<file path="src/rtl/clock_pkg.sv">
// Shared mode encodings, field limits and widths for the wall-clock sequencer.
package clock_pkg;

  typedef enum logic [2:0] {
    RUN        = 3'd0,
    SET_HR     = 3'd1,
    SET_MIN    = 3'd2,
    SET_AL_HR  = 3'd3,
    SET_AL_MIN = 3'd4
  } mode_t;

  localparam int unsigned MAX_HOUR = 23;
  localparam int unsigned MAX_MIN  = 59;
  localparam int unsigned MAX_SEC  = 59;

  localparam int unsigned HR_W  = 5;
  localparam int unsigned MIN_W = 6;
  localparam int unsigned SEC_W = 6;

endpackage

</file>
<file path="src/rtl/btn_edge.sv">
// Rising-edge detector for a debounced button level; emits a registered one-cycle pulse.
module btn_edge (
  input  logic clk,
  input  logic reset,
  input  logic level,
  output logic rise
);

  logic prev;

  always_ff @(posedge clk) begin
    if (reset) begin
      prev <= 1'b0;
      rise <= 1'b0;
    end else begin
      prev <= level;
      rise <= level & ~prev;
    end
  end

endmodule

</file>
<file path="src/rtl/time_keeper_ctrl.sv">
// Wall-clock sequencer: ms ticks -> HH:MM:SS, button-driven set modes, alarm match and ring.
module time_keeper_ctrl
  import clock_pkg::*;
#(
  parameter int unsigned TICKS_PER_SEC = 1000,
  parameter int unsigned RING_SECS     = 60
) (
  input  logic             clk,
  input  logic             reset,
  input  logic             ms_tick,
  input  logic             btn_mode,
  input  logic             btn_inc,
  input  logic             alarm_en,
  input  logic             alarm_off,
  output logic [HR_W-1:0]  hours,
  output logic [MIN_W-1:0] minutes,
  output logic [SEC_W-1:0] seconds,
  output logic [HR_W-1:0]  al_hours,
  output logic [MIN_W-1:0] al_minutes,
  output logic [2:0]       mode,
  output logic             sec_tick,
  output logic             alarm_ring
);

  localparam int unsigned MS_W = (TICKS_PER_SEC > 1) ? $clog2(TICKS_PER_SEC) : 1;
  localparam int unsigned RC_W = (RING_SECS > 1) ? $clog2(RING_SECS) : 1;
  localparam logic [MS_W-1:0] MS_MAX = MS_W'(TICKS_PER_SEC - 1);
  localparam logic [RC_W-1:0] RC_MAX = RC_W'(RING_SECS - 1);

  mode_t             state;
  logic [MS_W-1:0]   ms_cnt;
  logic [RC_W-1:0]   ring_cnt;
  logic              mode_rise;
  logic              inc_rise;
  logic              counting;
  logic              adv;
  logic              match;
  logic [HR_W-1:0]   hr_nx;
  logic [MIN_W-1:0]  min_nx;
  logic [SEC_W-1:0]  sec_nx;

  btn_edge u_mode_edge (
    .clk   (clk),
    .reset (reset),
    .level (btn_mode),
    .rise  (mode_rise)
  );

  btn_edge u_inc_edge (
    .clk   (clk),
    .reset (reset),
    .level (btn_inc),
    .rise  (inc_rise)
  );

  assign mode = state;

  // Next time-of-day after one second, including the full carry chain.
  always_comb begin
    hr_nx  = hours;
    min_nx = minutes;
    sec_nx = seconds + 1'b1;
    if (seconds == SEC_W'(MAX_SEC)) begin
      sec_nx = '0;
      if (minutes == MIN_W'(MAX_MIN)) begin
        min_nx = '0;
        hr_nx  = (hours == HR_W'(MAX_HOUR)) ? '0 : hours + 1'b1;
      end else begin
        min_nx = minutes + 1'b1;
      end
    end
  end

  always_comb begin
    counting = state inside {RUN, SET_AL_HR, SET_AL_MIN};
    adv      = counting && ms_tick && (ms_cnt == MS_MAX);
    match    = adv && (state == RUN) && (sec_nx == '0) &&
               (min_nx == al_minutes) && (hr_nx == al_hours);
  end

  always_ff @(posedge clk) begin
    if (reset) begin
      state      <= RUN;
      ms_cnt     <= '0;
      ring_cnt   <= '0;
      hours      <= '0;
      minutes    <= '0;
      seconds    <= '0;
      al_hours   <= '0;
      al_minutes <= '0;
      sec_tick   <= 1'b0;
      alarm_ring <= 1'b0;
    end else begin
      sec_tick <= 1'b0;

      if (counting && ms_tick) begin
        if (ms_cnt == MS_MAX) begin
          ms_cnt   <= '0;
          sec_tick <= 1'b1;
          hours    <= hr_nx;
          minutes  <= min_nx;
          seconds  <= sec_nx;
        end else begin
          ms_cnt <= ms_cnt + 1'b1;
        end
      end

      if (alarm_off || !alarm_en || mode_rise) begin
        alarm_ring <= 1'b0;
      end else if (match) begin
        alarm_ring <= 1'b1;
        ring_cnt   <= '0;
      end else if (alarm_ring && adv) begin
        if (ring_cnt == RC_MAX) begin
          alarm_ring <= 1'b0;
        end else begin
          ring_cnt <= ring_cnt + 1'b1;
        end
      end

      // Placed after the timebase so entry clears override a coincident advance.
      case (state)
        RUN: begin
          if (mode_rise) begin
            state   <= SET_HR;
            ms_cnt  <= '0;
            seconds <= '0;
          end
        end
        SET_HR: begin
          if (mode_rise) begin
            state <= SET_MIN;
          end else if (inc_rise) begin
            hours <= (hours == HR_W'(MAX_HOUR)) ? '0 : hours + 1'b1;
          end
        end
        SET_MIN: begin
          if (mode_rise) begin
            state  <= SET_AL_HR;
            ms_cnt <= '0;
          end else if (inc_rise) begin
            minutes <= (minutes == MIN_W'(MAX_MIN)) ? '0 : minutes + 1'b1;
          end
        end
        SET_AL_HR: begin
          if (mode_rise) begin
            state <= SET_AL_MIN;
          end else if (inc_rise) begin
            al_hours <= (al_hours == HR_W'(MAX_HOUR)) ? '0 : al_hours + 1'b1;
          end
        end
        SET_AL_MIN: begin
          if (mode_rise) begin
            state <= RUN;
          end else if (inc_rise) begin
            al_minutes <= (al_minutes == MIN_W'(MAX_MIN)) ? '0 : al_minutes + 1'b1;
          end
        end
        default: state <= RUN;
      endcase
    end
  end

endmodule

</file>
<file path="config.mk">
export PLATFORM = sky130hd
export DESIGN_NAME = time_keeper_ctrl
export DESIGN_NICKNAME = d
export VERILOG_FILES = /design/src/rtl/clock_pkg.sv /design/src/rtl/btn_edge.sv /design/src/rtl/time_keeper_ctrl.sv
export SDC_FILE = /design/constraint.sdc
export NUM_CORES = 1
export LEC_CHECK = 0
export BUFFER_PORTS_ARGS = -buffer_cell sky130_fd_sc_hd__buf_4
export CAP_MARGIN = 30
export CORE_ASPECT_RATIO = 0.7
export CORE_MARGIN = 2
export CORE_UTILIZATION = 60
export CTS_CLUSTER_SIZE = 25
export DETAILED_ROUTE_END_ITERATION = 6
export HOLD_SLACK_MARGIN = 0.06
export PLACE_DENSITY = 0.83
export SYNTH_ARGS = -nofsm -noshare
export SYNTH_HDL_FRONTEND = slang
export SYNTH_SLANG_ARGS = --single-unit
</file>
<file path="constraint.sdc">
create_clock -name clk -period 7.05 [get_ports clk]
set_input_delay 0.3525 -clock clk [delete_from_list [all_inputs] [get_ports clk]]
set_output_delay 0.3525 -clock clk [all_outputs]
set_load 0.05 [all_outputs]
</file>
==> summary by stage <==
Synth
The most repeated cell in the gate-level netlist after synthesis is sky130_fd_sc_hd__dfxtp_1. Synthesis produced 370 cells. Of the total synthesized cell area, the portion taken by AND, OR, NAND and NOR gates is roughly 28%. The proportion of netlist area held by the largest area contributor is between 30 and 40%. Sorting the synthesized cells by area gives the leading types as sky130_fd_sc_hd__dfxtp_1, sky130_fd_sc_hd__nor2_1, sky130_fd_sc_hd__mux2i_1. The post-synthesis sequential area ratio is around a third. The warning count from the yosys run is 0. By area, the combinational part of the netlist is dominated by simple AND/OR/NAND/NOR gates. The area share of xor/xnor cells in the synthesized design is 8.73%.

The top flip-flop cell by instance count after synthesis is sky130_fd_sc_hd__dfxtp_1. Dividing the synthesized area by the synthesized cell count gives around 8.4 sq um. Counting flops and latches in the post-synthesis netlist gives 53. The multiplexer share of the synthesized area is 4.51%. The netlist uses 60 different library cells. The synthesized design spends more area on one cell type than any other, namely sky130_fd_sc_hd__dfxtp_1. The synthesized netlist net count is just under 400.

The number of flops mapped to enable cells by yosys is 0. The post-synthesis instance area is 0.00311 sq mm. The share of flip-flops with an asynchronous set or reset is 0%. The compound-gate portion of the synthesized area is between 10% and 20%. By count the netlist is led by sky130_fd_sc_hd__dfxtp_1, sky130_fd_sc_hd__nor2_1, sky130_fd_sc_hd__a21oi_1.

The post-synthesis share of cell area spent on full adders, half adders and majority gates is 3.22%.

Critical path
The startpoint-to-endpoint class of the critical path is reg -> reg. In this design, the stage delay of the slowest critical-path cell is ~800 ps. Walking the worst path, the cells encountered are ha_1 -> nand2b_2 -> nor4_1 -> mux2i_1 -> xnor2_1 -> nor4_1 -> a211oi_1. In this run the critical register-to-register path is captured at ring_cnt[1]$_SDFFE_PP0P_. The worst setup path is launched from a register. The setup check on the worst reg-to-reg path leaves a slack of 4000 ps. In this design, the largest share of critical-path delay is due to simple AND/OR/NAND/NOR gates. The worst-path cell with the longest stage delay is sky130_fd_sc_hd__nor4_1. The worst path required time is 7200 ps. The worst setup path is captured at a register. The critical path runs through a total of 7 cells. The maximum net fanout on the critical path is 10.

The startpoint of the worst register-to-register path is minutes[0]$_SDFF_PP0_. For the worst flop-to-flop path, the logic depth is 7. Among the stages of the critical path, the cell type that occurs most often is sky130_fd_sc_hd__nor4_1. The combined buffer and inverter count along the critical path is 0. The worst endpoint data arrival time is 3200 ps.

Drt
The uppermost layer routed is met4. The detail route stage leaves a number of antenna-violating nets equal to 0. Dividing the detail-routed via count by the number of cells gives around 6.1. The wire length on met3 is between 400 and 500 um. The total length of routed met2 wires is 3.06 mm. The post-detailed-route DRC marker count is 0. The final wirelength is 7.15 mm. The length of the first detailed-routing pass in iterations is 5.

In this run, the number of DRC markers left after iteration 0 of detailed routing was 267. The via count of the routed design is 2829. In the final routed layout, each cell accounts on average for 15.4 um. The sum of routed wire segments on met1 is 3.63 mm.

Pwr
The combinational share of power is 4.7%. Cell internal power was estimated by the tool at 401 uW. For this design the total switching power over the nets is 117 uW. Power spread over the standard cell area amounts to 148 mW/mm^2. The highest ir drop seen on vdd is around 0.12 mV. For this design the static power due to leakage is ~0.0014 uW. Per report_power, the clock group accounts for 36.0% of the total.

The sequential share of power is between 50% and 60%. The switching share of total power is 22.6%.

Die
The area of the die is 0.00579 sq mm. The core region is 0.00489 sq mm. The number of ports placed on the die boundary is 40. The die is roughly 90 um wide.

The floorplan has 21 rows. The die is 64.2 um tall. The starting density of the core is 63.6%.

Global route
The initial antenna violation count is 0. Entering global routing, the biggest net connects 34 pins. The total global routing track utilization is 25.9%. The global-route wire length before repair is 12.2 mm. The total congestion overflow after global routing is 0.

The number of global-route vias before repair was 2443.

STA
The count of pins over their slew limit was 0. The period utilization is ~43%. The final-report setup violation count is 0. Adding up every negative setup slack in the final design gives 0 ps.

For the final database, setup skew stands at 6.50 ps. The least setup slack across all paths after layout is 4000 ps. The max-slew headroom at the worst pin is 29.0%. The number of hold violations in the final report is 0. Setup repair after global routing left no endpoint under its margin. The actual slew at the worst max-slew pin is around 1100 ps. The worst path needs 3050 ps of the cycle, external delays included. Timing would allow up to 328 MHz.

Min path
The hold path startpoint is btn_inc. The number of instances on the worst hold path is 2. For hold timing, the worst endpoint is u_inc_edge.prev$_SDFF_PP0_. The class of the most critical hold timing path is in -> reg.

Place
Including well taps, the total number of placed cells is 457. The post-DP HPWL is 5.35 mm. The last weighted congestion value of the routability-driven placer is 0.865. The worst setup slack before clock tree synthesis is 4100 ps. The count of buffers inserted at the top-level ports is 39.

Clock network
TritonCTS built the clock tree. The clock passes through at most 2 buffers. In this run, post-CTS hold repair placed 0 buffers. The setup fix buffers added after clock tree synthesis is 0. Clock-pin slew was measured on the worst setup and hold paths at 90 ps. Counting the buffers created by CTS gives 5. The number of levels the H-tree was split into is 2.

The cell sitting at the root of the clock tree is a sky130_fd_sc_hd__clkbuf_8. The number of gates resized after cts is 0. The clock drives 53 sinks.

The worst-skew pair later-pin latency is 310 ps.

Finish
Of the cells placed in the final design, the portion with a size suffix greater than 1 is ~14%. The number of antenna diodes in the final layout is 0. Excluding fillers, the count of instances in the completed layout stands at roughly 470. Compared with the post-synthesis result, the final layout area differs by 12.1%. The total number of nets in the final design is 410.

Outcome
The flow ran to the end, and the final reports show no timing, DRC or antenna violations.

Flow run
Across the run, the number of max-cap violations was 0.
[metrics by stage]
stage	utilization (%)	total power (uW)	cell area, sq um	hold WS [ps]
after global routing	71.4	535	3490	313
after floorplan	-	330	3110	367
after global placement	69.3	337	3390	371
after detailed placement	69.3	338	3390	372
after CTS	71.4	521	3490	280
final	71.4	518	3490	282
[registers in the layout, summed over array words and instances, names as in the netlist, 3 cells and up]
name,flops
hours,5
ring_cnt,6
mode,3
seconds,6
minutes,6
al_hours,5
ms_cnt,10
al_minutes,6
[worst max-delay path by stage]
stage / start / slack [ps] / end
CTS: seconds[0]$_SDFF_PP0_ / 4070 / ring_cnt[1]$_SDFFE_PP0P_
floorplan: minutes[0]$_SDFF_PP0_ / 4170 / ring_cnt[0]$_SDFFE_PP0P_
global route: seconds[0]$_SDFF_PP0_ / 3740 / ring_cnt[2]$_SDFFE_PP0P_
global placement: minutes[0]$_SDFF_PP0_ / 4160 / ring_cnt[2]$_SDFFE_PP0P_
finish: minutes[0]$_SDFF_PP0_ / 4000 / ring_cnt[1]$_SDFFE_PP0P_
detailed placement: minutes[0]$_SDFF_PP0_ / 4100 / ring_cnt[1]$_SDFFE_PP0P_
[area by class of cell]
cell class	instances	area [sq um]
Clock buffer	7	96.3
Tap cell	69	86.3
Sequential cell	53	1060
Inverter	5	18.8
Clock inverter	1	5.00
Fill cell	409	1400
Multi-Input combinational cell	291	1930
Timing Repair Buffer	39	293
[power by group through the flow]
stage | clock network [uW] | logic [uW] | registers, uW
final | 187 | 24.5 | 307
after floorplan | 0 | 15.8 | 314
after CTS | 190 | 24.5 | 307
after detailed placement | 0 | 24.5 | 314
after global placement | 0 | 24.0 | 313
after global routing | 200 | 27.6 | 308
[cells by family (layout without fill, tap and decap cells)]
logic type               after synthesis  in the layout
AO/OA/AOI/OAI                         81             81
XOR/XNOR                              31             31
adder cells (fa/ha/maj)                8              8
buffers and inverters                 26             52
flip-flops                            53             53
multiplexers                          14             14
AND/OR/NAND/NOR                      157            157
[placed cells by master (no fill, tap or decap), types with 3 or more instances in the layout]
cell                       instances
sky130_fd_sc_hd__a21oi_1          24
sky130_fd_sc_hd__ha_1              8
sky130_fd_sc_hd__a211oi_1          4
sky130_fd_sc_hd__and3_1            8
sky130_fd_sc_hd__nor3_1            9
sky130_fd_sc_hd__xnor2_1          15
sky130_fd_sc_hd__a31oi_1           5
sky130_fd_sc_hd__clkbuf_8          7
sky130_fd_sc_hd__nand2b_1         12
sky130_fd_sc_hd__nand2_1          22
sky130_fd_sc_hd__buf_4            39
sky130_fd_sc_hd__o21ai_0          15
sky130_fd_sc_hd__nand3_1          10
sky130_fd_sc_hd__inv_1             5
sky130_fd_sc_hd__and2_1            7
sky130_fd_sc_hd__nor2b_1           8
sky130_fd_sc_hd__a311oi_1          4
sky130_fd_sc_hd__nor2_1           46
sky130_fd_sc_hd__xor2_1           16
sky130_fd_sc_hd__nor3b_1           3
sky130_fd_sc_hd__nor4b_1           3
sky130_fd_sc_hd__mux2i_1          14
sky130_fd_sc_hd__dfxtp_1          53
sky130_fd_sc_hd__nand4_1           8
sky130_fd_sc_hd__nor4_1            4
[metal layers]
metal | vias up | global-route usage [%]
li1 | 1397 | -
met1 | 1326 | 39.5
met2 | 102 | 38.3
met4 | 0 | 5.58
met3 | 4 | 4.25
met5 | - | 0
No activity file was read; power rests on OpenSTA's default activity.
